`src/rtl/mem_arbiter.sv`:
```
// Two-port (instruction/data) arbiter in front of a single-ported physical memory.
// Ties alternate between ports; one transaction is in flight at a time.
module mem_arbiter #(
  parameter int unsigned WIDTH = 16
) (
  input  logic             clk,
  input  logic             rst,
  input  logic             i_read,
  input  logic [WIDTH-1:0] i_address,
  output logic [WIDTH-1:0] i_rdata,
  output logic             i_resp,
  input  logic             d_read,
  input  logic             d_write,
  input  logic [WIDTH-1:0] d_address,
  input  logic [WIDTH-1:0] d_wdata,
  input  logic [1:0]       d_byte_enable,
  output logic [WIDTH-1:0] d_rdata,
  output logic             d_resp,
  output logic             pmem_read,
  output logic             pmem_write,
  output logic [WIDTH-1:0] pmem_address,
  output logic [WIDTH-1:0] pmem_wdata,
  output logic [1:0]       pmem_byte_enable,
  input  logic [WIDTH-1:0] pmem_rdata,
  input  logic             pmem_resp
);

  typedef enum logic [2:0] {IDLE, I_BUSY, D_BUSY, I_DONE, D_DONE} state_t;

  state_t           state_q, state_d;
  logic             last_d_q, last_d_d;
  logic [WIDTH-1:0] addr_q, addr_d;
  logic [WIDTH-1:0] wdata_q, wdata_d;
  logic [1:0]       be_q, be_d;
  logic             write_q, write_d;
  logic [WIDTH-1:0] i_rdata_q, i_rdata_d;
  logic [WIDTH-1:0] d_rdata_q, d_rdata_d;
  logic             d_req;

  assign d_req = d_read | d_write;

  always_ff @(posedge clk or posedge rst) begin
    if (rst) begin
      state_q   <= IDLE;
      last_d_q  <= 1'b0;
      addr_q    <= '0;
      wdata_q   <= '0;
      be_q      <= '0;
      write_q   <= 1'b0;
      i_rdata_q <= '0;
      d_rdata_q <= '0;
    end else begin
      state_q   <= state_d;
      last_d_q  <= last_d_d;
      addr_q    <= addr_d;
      wdata_q   <= wdata_d;
      be_q      <= be_d;
      write_q   <= write_d;
      i_rdata_q <= i_rdata_d;
      d_rdata_q <= d_rdata_d;
    end
  end

  always_comb begin
    state_d   = state_q;
    last_d_d  = last_d_q;
    addr_d    = addr_q;
    wdata_d   = wdata_q;
    be_d      = be_q;
    write_d   = write_q;
    i_rdata_d = i_rdata_q;
    d_rdata_d = d_rdata_q;
    unique case (state_q)
      IDLE: begin
        // D wins when it is alone or when I held the previous grant
        if (d_req && (!i_read || !last_d_q)) begin
          state_d  = D_BUSY;
          last_d_d = 1'b1;
          addr_d   = d_address;
          wdata_d  = d_wdata;
          be_d     = d_byte_enable;
          write_d  = d_write;
        end else if (i_read) begin
          state_d  = I_BUSY;
          last_d_d = 1'b0;
          addr_d   = i_address;
          be_d     = 2'b11;
          write_d  = 1'b0;
        end
      end
      I_BUSY: begin
        if (pmem_resp) begin
          i_rdata_d = pmem_rdata;
          state_d   = I_DONE;
        end
      end
      D_BUSY: begin
        if (pmem_resp) begin
          if (!write_q) d_rdata_d = pmem_rdata;
          state_d = D_DONE;
        end
      end
      I_DONE:  state_d = IDLE;
      D_DONE:  state_d = IDLE;
      default: state_d = IDLE;
    endcase
  end

  always_comb begin
    pmem_read        = 1'b0;
    pmem_write       = 1'b0;
    pmem_address     = '0;
    pmem_wdata       = '0;
    pmem_byte_enable = '0;
    i_resp           = 1'b0;
    d_resp           = 1'b0;
    unique case (state_q)
      I_BUSY, D_BUSY: begin
        pmem_read        = ~write_q;
        pmem_write       = write_q;
        pmem_address     = addr_q;
        pmem_wdata       = wdata_q;
        pmem_byte_enable = be_q;
      end
      I_DONE:  i_resp = 1'b1;
      D_DONE:  d_resp = 1'b1;
      default: ;
    endcase
  end

  assign i_rdata = i_rdata_q;
  assign d_rdata = d_rdata_q;

endmodule

```
`config.mk`:
```
export PLATFORM = sky130hd
export DESIGN_NAME = mem_arbiter
export DESIGN_NICKNAME = d
export VERILOG_FILES = /design/src/rtl/mem_arbiter.sv
export SDC_FILE = /design/constraint.sdc
export NUM_CORES = 1
export LEC_CHECK = 0
export ABC_CLOCK_PERIOD_IN_PS = 2700
export BUFFER_PORTS_ARGS = -buffer_cell sky130_fd_sc_hd__buf_2
export CORE_ASPECT_RATIO = 0.6
export CORE_MARGIN = 2
export CORE_UTILIZATION = 47
export CTS_CLUSTER_DIAMETER = 60
export DETAILED_ROUTE_END_ITERATION = 6
export PLACE_DENSITY = 0.9
export SLEW_MARGIN = 15
export SYNTH_ARGS = -nofsm -noshare
export SYNTH_HDL_FRONTEND = slang
export SYNTH_SLANG_ARGS = --single-unit
```
`constraint.sdc`:
```
create_clock -name clk -period 2.7 [get_ports clk]
set_clock_uncertainty 0.05 [all_clocks]
set_input_delay 0.54 -clock clk [delete_from_list [all_inputs] [get_ports clk]]
set_output_delay 0.54 -clock clk [all_outputs]
set_load 0.005 [all_outputs]
```
==> metrics.md, run 1 <==
| Metric | Value |
|---|---|
| Crit-path max FO | `32` |
| Worst path top cell family by delay | `flip-flops` |
| Register area share after synthesis | `0.549` |
| Rel. slew slack | `0.607` |
| CP required | `2110 ps` |
| Syn-to-layout area delta | `33.8%` |
| Setup WS post-layout | `about 360 ps` |
| Status | `finished, final reports clean` |
| Detailed Place HPWL | `between 5 and 6 mm` |
| Crit path kind | `register to output pin` |
| Row count | `23` |
| Die area | `7590 sq um` |
| Syn avg cell area | `~14 sq um` |
| CTS H-Tree Depth | `3` |
| CP Capture Type | `output pin` |
| Crit path DAT | `about 1800 ps` |
| R2R depth | `2` |
| Final setup violating endpoints | `0` |
| Worst path max stage delay | `470 ps` |
| Util after Layout | `0.649` |
| Pin count of the biggest net entering global routing | `46` |
| Antenna violations before repair | `0` |
| FF-to-FF End | `wdata_q[5]` |
| Distinct cells, synth | `26` |
| Final hold violations | `0` |
| Startpoint Class | `register` |
| Reg-to-Reg Start | `state_q[2]` |
| Initial core utilization | `0.485` |
| Syn nets | `299` |
| Initial drt markers | `64` |
| Drt drc | `0` |
| Die X | `between 100 and 150 um` |
| Finished Cell Area | `4330 sq um` |
| Fin crit share | `0.866` |
| Slowest cell on the critical path | `dfrtp_1` |
| Skew-Pair Late Insertion Delay | `about 320 ps` |
| # IOs | `around 140` |
| FILL cells | `about 500` |
| #FFs+latches synth | `71` |
| Total of max-cap violations | `0` |
| Hold_buf cts | `0` |
| Via count of the first global-routing pass | `2235` |
| Routed WL per cell | `around 15 um` |
| Total GRT Usage | `0.190` |
| First-pass DRT Iterations | `4` |
| Pleak | `about 0.0022 uW` |
| Final nets | `443` |
| Clk buf depth | `2` |
| Total global routing overflow | `0` |
| DRT antenna net count | `0` |
| Setup TNS | `0 ps` |
| Pwr Density | `~1300 nW/um^2` |
| Global-route wire length before repair | `between 10 and 15 mm` |
| Postcts setup bufs | `0` |
| Core Footprint | `6680 sq um` |
| Worst-Margin Slew | `between 500 and 600 ps` |
| Final slew viol count | `0` |
| Cts repair resizes | `0` |
| Synth warnings | `0` |
| Placed instance area | `between 4000 and 5000 sq um` |
| Crit path launch | `state_q[1]` |
| Min Hold Slack | `between 200 and 250 ps` |
| Placer Congestion | `roughly 0.8` |
| Total number of vias | `roughly 2300` |
| Antenna cells | `0` |
| Post-synthesis cell count | `227` |
| Clk pin slew, worst setup/hold paths | `~50 ps` |
| Post-Syn Area | `around 3200 sq um` |
| Root buffer cell | `clkbuf_16` |
| Share of layout cells above drive strength 1 | `0.657` |
| R2r setup slk | `890 ps` |
| RSZ-0062 raised after global routing | `false` |
| FMAX | `~430 MHz` |
| CP bufs+invs | `2` |
| Peak supply drop | `about 0.60 mV` |
| WL final | `about 7.1 mm` |
| Worst hold path class | `primary input to asynchronous set/reset pin` |
| Vias per inst | `between 4 and 5` |
| Final Critical Period | `about 2300 ps` |
| Worst-path cell chain | `xnor2_1 -> nor2_1 -> buf_4 -> and2_1 -> buf_2` |
| Port Buf Inserts | `between 100 and 150` |
| Clock buffer count from CTS | `9` |
| Pre-CTS setup slack | `670 ps` |
| CTS tree | `done` |
| Chip height | `a little under 70 um` |
| Sink Count | `approximately 70` |
[layout make-up]
class / instances / area, sq um / area share
multi-input cells: 138 / 1360 / 0.313
well taps: 87 / 109 / 0.0251
inverters: 4 / 15.0 / 0.00346
clock buffers: 10 / 229 / 0.0528
clock inverters: 6 / 85.1 / 0.0196
repair buffers: 147 / 763 / 0.176
flip-flops and latches: 71 / 1780 / 0.410
[cell families (layout without fill, tap and decap cells)]
logic type                count (synthesis)  count (layout)  synth area share
DFF                                      71              71             0.549
xor gates and xnor gates                  1               1           0.00271
and+or+nand+nor                          48              48            0.0943
buffers and inverters                    18             167            0.0344
muxes                                    81              81             0.300
AOI/OAI and AO/OA                         8               8            0.0197
[sequential cells by signal, summed over array words and instances, names as in the netlist]
| register | count |
|---|---|
| addr_q | 16 |
| be_q | 2 |
| d_rdata | 16 |
| i_rdata | 16 |
| last_d_q | 1 |
| state_q | 3 |
| wdata_q | 16 |
| write_q | 1 |
[placed cells by master, fill, tap and decap left out, drive strengths merged, types with 2 or more instances in the layout]
cell	instances
inv	4
nor2	2
dfrtp	71
and2	36
clkinv	2
mux2	81
buf	147
bufinv	2
o22a	2
clkbuf	10
clkinvlp	2
nor3	5
[how the worst max path moves through the flow]
| stage | endpoint | slack (ps) | cells past startpoint |
|---|---|---|---|
| floorplan | addr_q[0] | 310 | 1 |
| global placement | wdata_q[10] | 760 | 4 |
| detailed placement | pmem_wdata[5] | 670 | 5 |
| CTS | pmem_address[1] | 320 | 5 |
| global route | pmem_address[3] | 180 | 5 |
| finish | pmem_address[3] | 360 | 5 |
[through the flow]
step,instances,power (uW)
2_1_floorplan,227,3480
5_1_grt,463,5990
6_report,463,5610
3_3_place_gp,447,4310
4_1_cts,463,5680
3_5_place_dp,447,4420
[power breakdown]
part	internal (uW)	switching, uW
Clock	805	422
Sequential	1610	311
Combinational	1450	1000
Total	3870	1740
[cells in the mapped netlist (all sizes together)]
library cell  instances  area share
mux2                 81        0.30
dfrtp                71        0.55
and2                 36       0.070
buf                  11       0.026
nor3                  5      0.0093
inv                   4      0.0046
clkbuf                3      0.0035
nor2                  2      0.0023
o22a                  2      0.0054
a211oi                1      0.0023
a21oi                 1      0.0015
and3b                 1      0.0027
and4bb                1      0.0039
nand2                 1      0.0012
nor4                  1      0.0019
o21ai                 1      0.0015
o21bai                1      0.0023
o22ai                 1      0.0019
o2bb2ai               1      0.0046
or4                   1      0.0035
xnor2                 1      0.0027
[routing by layer]
layer  vias to the layer above  global-route usage  part of all wire
li1                       1073                   -                 -
met1                      1124               0.246              0.45
met2                        85               0.308              0.46
met3                         9              0.0700             0.073
met4                         0              0.0540             0.012
met5                         -                   0                 0
No activity file was read; power rests on OpenSTA's default activity.
==> run 2: changes to the inputs <==
PLACE_DENSITY = 0.79   (was 0.9)
==> metrics.md, run 2 (synthesis results as in run 1) <==
| Metric | Value |
|---|---|
| Status | `finished, final reports clean (unchanged)` |
| Syn-to-layout area delta | `34.8% (was 33.8%)` |
| Register area | `1780 sq um (unchanged)` |
| Cell count after placement | `450 (was 447)` |
| Most frequent cells in the layout | `141 x buf_2, 71 x dfrtp_1, 63 x mux2_2 (unchanged)` |
| Vias per inst | `4.78 (was 4.95)` |
| Final Critical Period | `2260 ps (was 2340 ps)` |
| Pleak | `0.00220 uW (was 0.00218 uW)` |
| Crit-path max FO | `18 (was 32)` |
| WL final | `6.91 mm (was 7.06 mm)` |
| Total of max-cap violations | `0 (unchanged)` |
| Worst path max stage delay | `470 ps (about the same)` |
| Postcts setup bufs | `0 (unchanged)` |
| CP required | `2110 ps (about the same)` |
| Uppermost layer routed | `met4 (unchanged)` |
| Final setup violating endpoints | `0 (unchanged)` |
| Pre-CTS setup slack | `754 ps (was 670 ps)` |
| Final nets | `446 (was 443)` |
| Setup TNS | `0 ps (unchanged)` |
| R2R depth | `2 (unchanged)` |
| Cts repair resizes | `0 (unchanged)` |
| Antenna cells | `0 (unchanged)` |
| Total GRT Usage | `0.184 (was 0.190)` |
| Worst hold path class | `primary input to asynchronous set/reset pin (unchanged)` |
| Detailed Place HPWL | `5.08 mm (was 5.21 mm)` |
| # IOs | `142 (unchanged)` |
| Clk pin slew, worst setup/hold paths | `60 ps (was 50 ps)` |
| Reg-to-Reg Start | `state_q[2] (unchanged)` |
| Crit path kind | `register to output pin (unchanged)` |
| Fin crit share | `0.838 (was 0.866)` |
| Total global routing overflow | `0 (unchanged)` |
| Hold_buf cts | `0 (unchanged)` |
| CP Capture Type | `output pin (unchanged)` |
| Worst-path cell chain | `xnor2_1 -> nor2_2 -> buf_4 -> and2_1 -> buf_2 (was xnor2_1 -> nor2_1 -> buf_4 -> and2_1 -> buf_2)` |
| R2r setup slk | `900 ps (was 890 ps)` |
| Total number of vias | `2229 (was 2291)` |
| Slowest cell on the critical path | `dfrtp_1 (unchanged)` |
| Clock buffer count from CTS | `9 (unchanged)` |
| Rel. slew slack | `0.580 (was 0.607)` |
| Chip height | `68.3 um (unchanged)` |
| Final slew viol count | `0 (unchanged)` |
| Met3 WL | `464 um (was 518 um)` |
| Global-route wire length before repair | `10.8 mm (was 11.0 mm)` |
| Pin count of the biggest net entering global routing | `31 (was 46)` |
| Sink Count | `71 (unchanged)` |
| Drt drc | `0 (unchanged)` |
| Wire length on met1 | `3.22 mm (was 3.18 mm)` |
| Via count of the first global-routing pass | `2211 (was 2235)` |
| Core Footprint | `6680 sq um (unchanged)` |
| FF-to-FF End | `wdata_q[15] (was wdata_q[5])` |
| First-pass DRT Iterations | `4 (unchanged)` |
| FMAX | `442 MHz (was 428 MHz)` |
| FILL cells | `494 (was 504)` |
| Crit path DAT | `1670 ps (was 1750 ps)` |
| Port Buf Inserts | `141 (unchanged)` |
| Routed WL per cell | `14.8 um (was 15.2 um)` |
| WL met2 | `3.18 mm (was 3.27 mm)` |
| Setup WS post-layout | `437 ps (was 361 ps)` |
| CTS H-Tree Depth | `3 (unchanged)` |
| Root buffer cell | `clkbuf_16 (unchanged)` |
| Startpoint Class | `register (unchanged)` |
| Share of layout cells above drive strength 1 | `0.665 (was 0.657)` |
| Peak supply drop | `0.574 mV (was 0.596 mV)` |
| Initial core utilization | `0.485 (unchanged)` |
| Row count | `23 (unchanged)` |
| Die X | `111 um (unchanged)` |
| Die area | `7590 sq um (unchanged)` |
| Worst-Margin Slew | `629 ps (was 589 ps)` |
| Skew-Pair Late Insertion Delay | `310 ps (was 320 ps)` |
| RSZ-0062 raised after global routing | `false (unchanged)` |
| Clk buf depth | `2 (unchanged)` |
| Most common cell after layout, fill and taps aside | `buf_2 (unchanged)` |
| Placer Congestion | `0.753 (was 0.808)` |
| Pwr Density | `1300 nW/um^2 (was 1290 nW/um^2)` |
| CP Capture Point | `pmem_address[7] (was pmem_address[3])` |
| Area occupied by multi-input gates | `1360 sq um (about the same)` |
| Antenna violations before repair | `0 (unchanged)` |
| Final hold violations | `0 (unchanged)` |
| Crit path launch | `state_q[0] (was state_q[1])` |
| Fin cells | `466 (was 463)` |
| Initial drt markers | `74 (was 64)` |
| DRT antenna net count | `0 (unchanged)` |
| CTS tree | `done (unchanged)` |
-- run 2: cell count changes in the layout (fill, tap and decap cells not counted), sizes merged --
cell | previous run | this run
buf | 147 | 150
clkinv | 2 | 1
inv | 4 | 5
-- run 2: metrics by stage --
stage          hold slack [ps]  cell area (sq um)  utilization  total power, uW
2_1_floorplan              402               3240            -             3480
3_3_place_gp               413               4030        0.604             4380
3_5_place_dp               427               4030        0.604             4450
4_1_cts                    272               4360        0.654             5750
5_1_grt                    307               4360        0.654             6090
6_report                   254               4360        0.654             5670
-- run 2: area by class of cell --
class | count | share of cell area
Sequential cell | 71 | 0.407
Multi-Input combinational cell | 138 | 0.311
Timing Repair Buffer | 150 | 0.177
Clock buffer | 10 | 0.0548
Tap cell | 87 | 0.0249
Clock inverter | 6 | 0.0212
Inverter | 4 | 0.00344
-- run 2: worst min path at each step --
stage | startpoint | endpoint | slack [ps] | depth (start not counted)
after floorplan | be_q[0] | be_q[0] | 400 | 1
after global placement | d_rdata[3] | d_rdata[3] | 410 | 1
after detailed placement | be_q[0] | be_q[0] | 430 | 1
after CTS | rst | d_rdata[1] | 270 | 2
after global routing | rst | d_rdata[13] | 310 | 2
final | rst | d_rdata[1] | 250 | 2
-- run 2: worst max-delay path: cells and delay by family, from the launching register on --
family | cells | cell delay [ps]
and+or+nand+nor | 2 | 240
DFF | 1 | 470
buffers and inverters | 2 | 330
xor gates and xnor gates | 1 | 320
-- run 2: routing by layer --
| metal | GRT usage | vias to the layer above |
|---|---|---|
| li1 | - | 1075 |
| met1 | 0.249 | 1069 |
| met2 | 0.289 | 80 |
| met3 | 0.0567 | 5 |
| met4 | 0.0540 | 0 |
| met5 | 0 | - |
-- run 2: report_power, final --
group / switching (uW) / internal, uW / total (uW)
logic: 1010 / 1490 / 2500
clock network: 429 / 838 / 1270
registers: 295 / 1610 / 1910
total: 1740 / 3940 / 5670
==> run 3: changes to the inputs <==
ABC_CLOCK_PERIOD_IN_PS = 2360   (was 2700)
clock period = 2.36 ns   (was 2.7 ns; I/O delays follow)
==> metrics.md, run 3 (synthesis results as in run 1) <==
| Metric | Value |
|---|---|
| Status | `finished, final reports clean (unchanged)` |
| Crit path DAT | `1680 ps (was 1670 ps)` |
| Fin cells | `465 (was 466)` |
| Comb pwr share | `0.448 (was 0.441)` |
| Routed WL per cell | `15.4 um (was 14.8 um)` |
| Clock buffer count from CTS | `9 (unchanged)` |
| Vias per inst | `4.83 (was 4.78)` |
| Fin crit share | `0.935` |
| R2r setup slk | `540 ps (was 900 ps)` |
| Crit path launch | `state_q[0] (unchanged)` |
| Worst hold path class | `primary input to asynchronous set/reset pin (unchanged)` |
| Die X | `111 um (unchanged)` |
| Pwr Density | `1480 nW/um^2 (was 1300 nW/um^2)` |
| WL final | `7.16 mm (was 6.91 mm)` |
| FMAX | `453 MHz` |
| Global Route met2 Usage | `0.309 (was 0.289)` |
| Skew-Pair Late Insertion Delay | `320 ps (was 310 ps)` |
| Cts repair resizes | `0 (unchanged)` |
| Antenna cells | `0 (unchanged)` |
| Clock power share | `0.208 (was 0.223)` |
| Postcts setup bufs | `0 (unchanged)` |
| Reg-to-Reg Start | `state_q[2] (unchanged)` |
| Sequential share of power | `0.344 (was 0.336)` |
| Row count | `23 (unchanged)` |
| Pleak | `0.00219 uW (was 0.00220 uW)` |
| Sink Count | `71 (unchanged)` |
| Detailed Place HPWL | `5.26 mm (was 5.08 mm)` |
| Worst-Margin Slew | `375 ps (was 629 ps)` |
| Share of layout cells above drive strength 1 | `0.661 (was 0.665)` |
| CP required | `1840 ps (was 2110 ps)` |
| Final slew viol count | `0 (unchanged)` |
| Rel. slew slack | `0.750 (was 0.580)` |
| Die area | `7590 sq um (unchanged)` |
| CP Capture Point | `pmem_address[4] (was pmem_address[7])` |
| Final setup violating endpoints | `0 (unchanged)` |
| Sw Ratio | `0.317 (was 0.306)` |
| # IOs | `142 (unchanged)` |
| Clk pin slew, worst setup/hold paths | `60 ps (about the same)` |
| Util after Layout | `0.649 (was 0.654)` |
| R2R depth | `2 (unchanged)` |
| Met1 Track Usage GR | `0.264 (was 0.249)` |
| Chip height | `68.3 um (unchanged)` |
| Most used routing layer | `met2 (unchanged)` |
| Total global routing overflow | `0 (unchanged)` |
| Root buffer cell | `clkbuf_16 (unchanged)` |
| Most common cell after layout, fill and taps aside | `buf_2 (unchanged)` |
| Total of max-cap violations | `0 (unchanged)` |
| DRT antenna net count | `0 (unchanged)` |
| Global-route wire length before repair | `11.3 mm (was 10.8 mm)` |
| Cell count after placement | `449 (was 450)` |
| RSZ-0062 raised after global routing | `false (unchanged)` |
| Core Footprint | `6680 sq um (unchanged)` |
| Internal power | `4370 uW (was 3940 uW)` |
| Crit-path max FO | `18 (unchanged)` |
| Pin count of the biggest net entering global routing | `72 (was 31)` |
| Placer Congestion | `0.752 (was 0.753)` |
| Drt drc | `0 (unchanged)` |
| First-pass DRT Iterations | `4 (unchanged)` |
| CTS tree | `done (unchanged)` |
| Syn-to-layout area delta | `33.9% (was 34.8%)` |
| Setup TNS | `0 ps (unchanged)` |
| FF-to-FF End | `wdata_q[10] (was wdata_q[15])` |
| Port Buf Inserts | `141 (unchanged)` |
| Most frequent cells in the layout | `141 x buf_2, 71 x dfrtp_1, 63 x mux2_2 (unchanged)` |
| Peak supply drop | `0.615 mV (was 0.574 mV)` |
| Final hold violations | `0 (unchanged)` |
| Antenna violations before repair | `0 (unchanged)` |
| Clk buf depth | `2 (unchanged)` |
| Startpoint Class | `register (unchanged)` |
| M3 GR Usage | `0.0638 (was 0.0567)` |
| Total number of vias | `2246 (was 2229)` |
| Initial core utilization | `0.485 (unchanged)` |
| Crit path kind | `register to output pin (unchanged)` |
| Initial drt markers | `97 (was 74)` |
| Final Critical Period | `~2200 ps` |
| CP Capture Type | `output pin (unchanged)` |
| Total GRT Usage | `0.194 (was 0.184)` |
| Final nets | `445 (was 446)` |
| Min Hold Slack | `169 ps (was 254 ps)` |
| Hold_buf cts | `0 (unchanged)` |
| Via count of the first global-routing pass | `2240 (was 2211)` |
| CTS H-Tree Depth | `3 (unchanged)` |
| Net Switching | `2030 uW (was 1740 uW)` |
[run 3: cell count changes in the layout (fill, tap and decap cells not counted)]
cell and change:
clkinv_4 +1, bufinv_16 -1, clkbuf_1 +1, clkinv_2 +1
clkinvlp_4 -1, buf_4 -2, clkbuf_8 -1, buf_12 +1
[run 3: worst min-delay path by stage]
stage | from | endpoint | cells after the start
after floorplan | be_q[0] | be_q[0] | 1
after global placement | d_rdata[3] | d_rdata[3] | 1
after detailed placement | d_rdata[3] | d_rdata[3] | 1
after CTS | rst | d_rdata[8] | 3
after global routing | rst | i_rdata[7] | 3
final | rst | i_rdata[7] | 3
[run 3: layout make-up]
type                            count  area, sq um
Clock inverter                      6         68.8
Clock buffer                       10          229
Inverter                            4         15.0
Multi-Input combinational cell    138         1360
Sequential cell                    71         1780
Tap cell                           87          109
Timing Repair Buffer              149          778
Fill cell                         528         2340
[run 3: worst max-delay path, stage by stage (launching register included)]
cell and delay (ps):
dfrtp_1 470, xnor2_1 320, nor2_2 70, buf_4 200
and2_1 180, buf_2 120
[run 3: layer usage]
layer  up-vias  share of wire
met1      1072           0.46
li1       1085              -
met3         5          0.065
met2        84           0.47
met5         -              0
met4         0         0.0049
[run 3: metrics by stage]
step	setup slack (ps)	area, sq um	power [uW]
final	154	4340	6400
after global routing	52.8	4340	6880
after CTS	125	4340	6500
after detailed placement	476	4040	5130
after global placement	497	4040	5010
after floorplan	41.4	3240	3980
[run 3: power groups by stage]
stage	Clock (uW)	Sequential, uW	Combinational (uW)
3_5_place_dp	0	2210	2910
2_1_floorplan	0	2120	1870
4_1_cts	1370	2210	2930
5_1_grt	1420	2290	3170
6_report	1330	2200	2860
3_3_place_gp	0	2180	2830
